File: src/rtl/product_accumulator.sv
`default_nettype none
// ============================================================================
// Module      : product_accumulator
// Description : Sums a fixed number of multiplier products, holds the result
//               until acknowledged, and tracks carry-out with a sticky flag.
// Revision    : 1.0 - initial release
// ============================================================================
module product_accumulator #(
    parameter int p_width     = 6,
    parameter int p_acc_width = 16,
    parameter int p_count     = 8
) (
    input  logic                   i_w_clk,
    input  logic                   i_w_reset,
    input  logic                   i_w_valid,
    input  logic [2*p_width-1:0]   i_w_p,
    output logic                   o_w_ready,
    input  logic                   i_w_clear,
    output logic [p_acc_width-1:0] o_w_acc,
    output logic [7:0]             o_w_count,
    output logic                   o_w_done,
    output logic                   o_w_overflow,
    input  logic                   i_w_ack
);

    localparam logic [7:0] c_count_last = 8'(p_count);
    localparam int         c_pad        = p_acc_width - 2*p_width + 1;

    typedef enum logic [0:0] {
        ST_ACC  = 1'b0,
        ST_HOLD = 1'b1
    } state_t;

    state_t                 r_state;
    state_t                 w_state_next;
    logic [p_acc_width-1:0] r_acc;
    logic [7:0]             r_count;
    logic                   r_overflow;

    logic                   w_transfer;
    logic                   w_flush;
    logic [p_acc_width:0]   w_sum;
    logic [7:0]             w_count_inc;

    // Clear wins over a simultaneous product, so it is folded into the transfer term.
    assign w_transfer  = (r_state == ST_ACC) && i_w_valid && !i_w_clear;
    assign w_flush     = i_w_clear || ((r_state == ST_HOLD) && i_w_ack);
    assign w_sum       = {1'b0, r_acc} + {{c_pad{1'b0}}, i_w_p};
    assign w_count_inc = r_count + 8'd1;

    always_ff @(posedge i_w_clk or posedge i_w_reset) begin
        if (i_w_reset) begin
            r_state <= ST_ACC;
        end else begin
            r_state <= w_state_next;
        end
    end

    always_comb begin
        w_state_next = r_state;
        if (w_flush) begin
            w_state_next = ST_ACC;
        end else if (w_transfer && (w_count_inc == c_count_last)) begin
            w_state_next = ST_HOLD;
        end
    end

    always_ff @(posedge i_w_clk or posedge i_w_reset) begin
        if (i_w_reset) begin
            r_acc      <= '0;
            r_count    <= '0;
            r_overflow <= 1'b0;
        end else if (w_flush) begin
            r_acc      <= '0;
            r_count    <= '0;
            r_overflow <= 1'b0;
        end else if (w_transfer) begin
            r_acc      <= w_sum[p_acc_width-1:0];
            r_count    <= w_count_inc;
            r_overflow <= r_overflow | w_sum[p_acc_width];
        end
    end

    assign o_w_ready    = (r_state == ST_ACC);
    assign o_w_done     = (r_state == ST_HOLD);
    assign o_w_acc      = r_acc;
    assign o_w_count    = r_count;
    assign o_w_overflow = r_overflow;

endmodule
`default_nettype wire

File: config.mk
export PLATFORM = sky130hd
export DESIGN_NAME = product_accumulator
export DESIGN_NICKNAME = d
export VERILOG_FILES = /design/src/rtl/product_accumulator.sv
export SDC_FILE = /design/constraint.sdc
export NUM_CORES = 1
export LEC_CHECK = 0
export ABC_AREA = 1
export BUFFER_PORTS_ARGS = -buffer_cell sky130_fd_sc_hd__clkbuf_2
export CELL_PAD_IN_SITES_DETAIL_PLACEMENT = 1
export CELL_PAD_IN_SITES_GLOBAL_PLACEMENT = 1
export CORE_MARGIN = 2
export CORE_UTILIZATION = 39
export CTS_CLUSTER_DIAMETER = 60
export CTS_CLUSTER_SIZE = 16
export DETAILED_ROUTE_END_ITERATION = 8
export GPL_TIMING_DRIVEN = 0
export PLACE_DENSITY = 0.85
export SETUP_SLACK_MARGIN = 0.4
export SLEW_MARGIN = 25
export SYNTH_ARGS = -nofsm -noshare
export SYNTH_HDL_FRONTEND = slang
export SYNTH_SLANG_ARGS = --single-unit
File: constraint.sdc
create_clock -name i_w_clk -period 1.7 [get_ports i_w_clk]
set_input_delay 0.34 -clock i_w_clk [delete_from_list [all_inputs] [get_ports i_w_clk]]
set_output_delay 0.34 -clock i_w_clk [all_outputs]
set_load 0.03 [all_outputs]
## Yosys cells after proc, flatten, opt, wreduce, memory -nomap -nowiden

Cells that the tools add are included.

| storage, ports and cells | value |
|---|---|
| bits in registers | 26 |
| input bits | 17 |
| word-level logic and storage cells | 25 |

| operators by class | value |
|---|---|
| $add $sub $neg | 2 |
| eq/ne operators | 1 |
| multiplexer cells | 8 |
| bitwise logic cells | 2 |
| reduce and logical (&&, ||, !) cells | 8 |

Operators with widths:

| kind | count |
|---|---|
| 16-bit two-way mux | 2 |
| 16-bit by 12-bit adder with 17-bit output | 1 |
| 8-bit two-way mux | 2 |
| 8-bit by 1-bit adder with 8-bit output, second input constant | 1 |
| 8-bit by 4-bit == test with 1-bit output, second input constant | 1 |
| 1-bit logical AND | 4 |
| 1-bit two-way mux | 4 |
| 2-bit nonzero test | 2 |
| 1-bit logical NOT | 1 |
| 1-bit logical OR | 1 |
| 1-bit NOT | 1 |
| 1-bit bitwise OR | 1 |

## Longest topological paths before layout

| depth | value |
|---|---|
| depth after elaboration | 6 |
| gate-level depth with buffers | 12 |

## Worst setup path before layout

No wires, ideal clock.

| timing | value |
|---|---|
| path kind | register to register |
| start | reg r_acc[0] (netlist: o_w_acc[0]) |
| end | reg r_acc[12] (netlist: o_w_acc[12]) |
| library setup time | 120 ps |
| arrival time | 1,712 ps |
| required time | 1,580 ps |
| path slack | -132 ps |
| stages on the path, launching flop included | 12 |
| buffers on the path | 0 |
| period minus slack after synthesis | 1,832 ps |
| cell sequence | dfrtp_1 > ha_1 > inv_1 > fa_1 > inv_1 > nand3_1 > nand3_1 > nand3_1 > nand3_1 > nand3_1 > nand2_1 > nor2_1 |

| between the ends | value |
|---|---|
| cells in the longest elaborated chain, start to end | 3 |

RTL lines:

| element | RTL line | source |
|---|---|---|
| start: declaration | 36 | `logic [p_acc_width-1:0] r_acc;` |
| start signal: assignment | 78 | `r_acc <= w_sum[p_acc_width-1:0];` |
| 16-bit by 12-bit adder with 17-bit output | 48 | `assign w_sum = {1'b0, r_acc} + {{c_pad{1'b0}}, i_w_p};` |
| 16-bit two-way mux | 77 | `end else if (w_transfer) begin` |
| 16-bit two-way mux | 73 | `end else if (w_flush) begin` |

No other way between the ends. The select of a mux whose other input is x is not followed.
A chain may end at the register's enable or synchronous reset.

## Worst setup path in the final report

| timing | value |
|---|---|
| start | reg r_acc[0] (netlist: o_w_acc[0]) |
| end | reg r_overflow (netlist: o_w_overflow) |

| between the ends | value |
|---|---|
| cells in the longest elaborated chain, start to end | 4 |

RTL lines:

| element | RTL line | source |
|---|---|---|
| 16-bit by 12-bit adder with 17-bit output | 48 |  |
| 1-bit bitwise OR | 80 | `r_overflow <= r_overflow \| w_sum[p_acc_width];` |
| 1-bit two-way mux | 77 |  |
| 1-bit two-way mux | 73 |  |
| end signal: assignment | 80 |  |
| end: declaration | 38 | `logic r_overflow;` |

No other way between the ends. The select of a mux whose other input is x is not followed.

==> metrics.txt <==
outcome=finished with violations; failing checks=setup timing; maxcap violations=0; Final Slew Violations=0; Bufs on Longest Clock Path=2; asr flop ratio synth=1.00; CORE AREA=0.00504 sq mm; largest net degree at the start of global routing=27; Worst-Skew Late Latency=310 ps; hold buffers post-CTS=0; antenna cells=0; Warnings, synthesis=0; post-synthesis xor/xnor area fraction=0.0130; WL per Instance=21.0 um; TritonCTS clock tree=built; Max VDD drop=0.610 mV; largest cells by area after synthesis=dfrtp_1 (32%), nand2_1 (15%), ha_1 (8.7%), inv_1 (5.9%), nand2_2 (4.3%); final worst path period share=1.06; via count=2322; Clock transition at path regs=120 ps; Die Footprint=0.00578 sq mm; R2R cell count=12; Worst Skew=7.59 ps; Routed WL=9060 um; setup violators final=7; Layout Nets=395; non-filler cells, final=432; share of layout cells above drive strength 1=0.533; Placer Congestion=0.783; vias in the first global route=2380; Compound-Gate Fraction of Synth Area=0.104; Area growth syn-to-layout=58.3%; post-synth net total=312; largest family of logic cells by synthesized area=simple AND/OR/NAND/NOR gates; Total Routing Usage GR=0.247; Starting Density=0.401; number of synthesized flops with an enable pin=0; Final Cell Area=0.00321 sq mm; Worst setup SP type=flop; sequential share of power=0.276; port bufs=43; CP max FO=4; ys flop type=dfrtp_1; min cycle time layout=1800 ps; crit path kind=flop to flop; Distinct cells, synth=34; post-synth top area cell=dfrtp_1; Synth Register Bits=26; post-synthesis simple-gate area fraction=0.371; IO Count=44; Mapped Cells=280; dpl cells=393; First-pass DRT Iterations=4; dpl hpwl=4420 um; multiplexer share of the synthesized area=0; Die W=76.0 um; vias per inst=5.38; P_sw=0.00121 W; Syn Area/Cell=7.23 sq um; Die Y=76.0 um; Starting DRT DRC Count=86; Num CTS Buffers=3; Seq/Total Area, Yosys=0.321; worst slew pin tran=591 ps; WP data required=1960 ps; Peak Freq=0.556 GHz; Rows=26; final setup margin=-99.9 ps; crit path DAT=2060 ps; switching share of total power=0.417; Combinational Power Share=0.520; Min Hold Slack=67.3 ps; headroom to the max-slew limit=0.606; H-tree Lvls=1; # clock sinks=26; RSZ-0062 raised after global routing=true; area share of the largest cell type after synthesis=0.321; P_leak=1.59 nW; Fin. Hold Viols=0; Pwr Density=907 mW/mm^2; DP Area=0.00252 sq mm; most instantiated library cell after synthesis=nand2_1; Synth Cell Area=0.00202 sq mm; grt ovf=0; Antenna Nets Post-Route=0; adder-cell share of the synthesized area=0.0964; first-pass GRT wire length=11400 um; DRC errors left=0; CP endpoint kind=flop; Core Util, Final=0.636; Hold Path Class=input pin to async pin; clock network power share=0.204; cell internal pwr=0.00169 W; CTS root buf=clkbuf_8; top post-synthesis cells by count=nand2_1 (81), inv_1 (32), dfrtp_1 (26); initial antenna violation count=0
-- power groups by stage --
stage,Clock [W],Combinational [W],Sequential [W]
floorplan,0,0.000596,0.000922
global placement,0,0.000940,0.000798
detailed placement,0,0.000969,0.000805
CTS,0.000572,0.00115,0.000786
global route,0.000611,0.00160,0.000812
finish,0.000592,0.00151,0.000803
-- kinds of logic (layout without fill, tap and decap cells) --
logic type / Yosys count / count (layout)
DFF: 26 / 26
buffers and inverters: 46 / 128
and+or+nand+nor: 154 / 154
AOI/OAI and AO/OA: 36 / 36
adders and majority gates: 15 / 15
xor gates and xnor gates: 3 / 3
-- worst max-delay path, cell delays in order, from the launching register on --
cell	delay, ps
dfrtp_2	410
ha_4	140
inv_2	40
fa_2	340
inv_2	90
nand3_2	70
nand3_2	110
nand2_1	100
nand2_2	120
nand2_1	70
nand3b_1	110
nand3_1	90
nand2_1	80
-- routing by layer --
layer	share of wire	global-route usage	vias to the layer above
met4	0.035	0.102	0
met2	0.54	0.466	78
met3	0.036	0.0320	32
li1	-	-	1053
met5	0	0	-
met1	0.39	0.280	1159
-- final timing paths --
kind	startpoint	to	slack (ps)
min in group i_w_clk	i_w_p[0]	o_w_acc[0]	410
setup / recovery	o_w_acc[0]	o_w_overflow	-100
setup reg to reg	o_w_acc[0]	o_w_overflow	-100
hold reg to reg	o_w_acc[7]	o_w_acc[7]	540
hold / removal	i_w_reset	o_w_acc[4]	70
max in group asynchronous	i_w_reset	o_w_acc[5]	1200
-- area by class of cell --
type / count / area, sq um
Buffer: 3 / 46.3
Clock buffer: 3 / 41.3
Clock inverter: 1 / 30.0
Fill cell: 593 / 1840
Inverter: 43 / 164
Multi-Input combinational cell: 208 / 1530
Sequential cell: 26 / 672
Tap cell: 70 / 87.6
Timing Repair Buffer: 78 / 634
-- what timing repair did --
action	CTS	global route
gates resized for setup	30	87
setup endpoints to repair	30	42
pin swaps	16	23
buffers inserted	17	18
-- layout by cell type (no fill, tap or decap), types with 3 or more instances in the layout --
cell type | Yosys | layout
buf_8 | 0 | 4
buf_6 | 2 | 21
nor3_2 | 3 | 3
nand3b_1 | 4 | 4
nand2_2 | 14 | 21
nand3_4 | 1 | 3
a21oi_2 | 3 | 7
inv_1 | 32 | 28
nand3_2 | 3 | 7
dfrtp_2 | 0 | 17
dfrtp_1 | 26 | 9
clkbuf_8 | 0 | 4
ha_4 | 0 | 12
nand3_1 | 17 | 11
inv_2 | 11 | 14
o21ai_1 | 3 | 8
a21oi_1 | 13 | 7
o21ai_0 | 10 | 4
nand2_4 | 1 | 8
clkbuf_2 | 0 | 25
nor2_1 | 20 | 19
buf_4 | 1 | 26
nand2_1 | 81 | 67
-- registers in the layout (all words and copies together), names as in the netlist --
name          count
o_w_acc          16
o_w_count         8
o_w_done          1
o_w_overflow      1
-- per-stage QoR --
stage / power (W) / setup TNS (ps) / setup WS (ps)
floorplan: 0.00152 / 0 / 76.6
global placement: 0.00174 / 0 / 1.99
detailed placement: 0.00177 / -75.8 / -39.6
CTS: 0.00251 / 0 / 54.3
global route: 0.00303 / -879 / -157
finish: 0.00291 / -419 / -99.9
No activity file was read; power rests on OpenSTA's default activity.
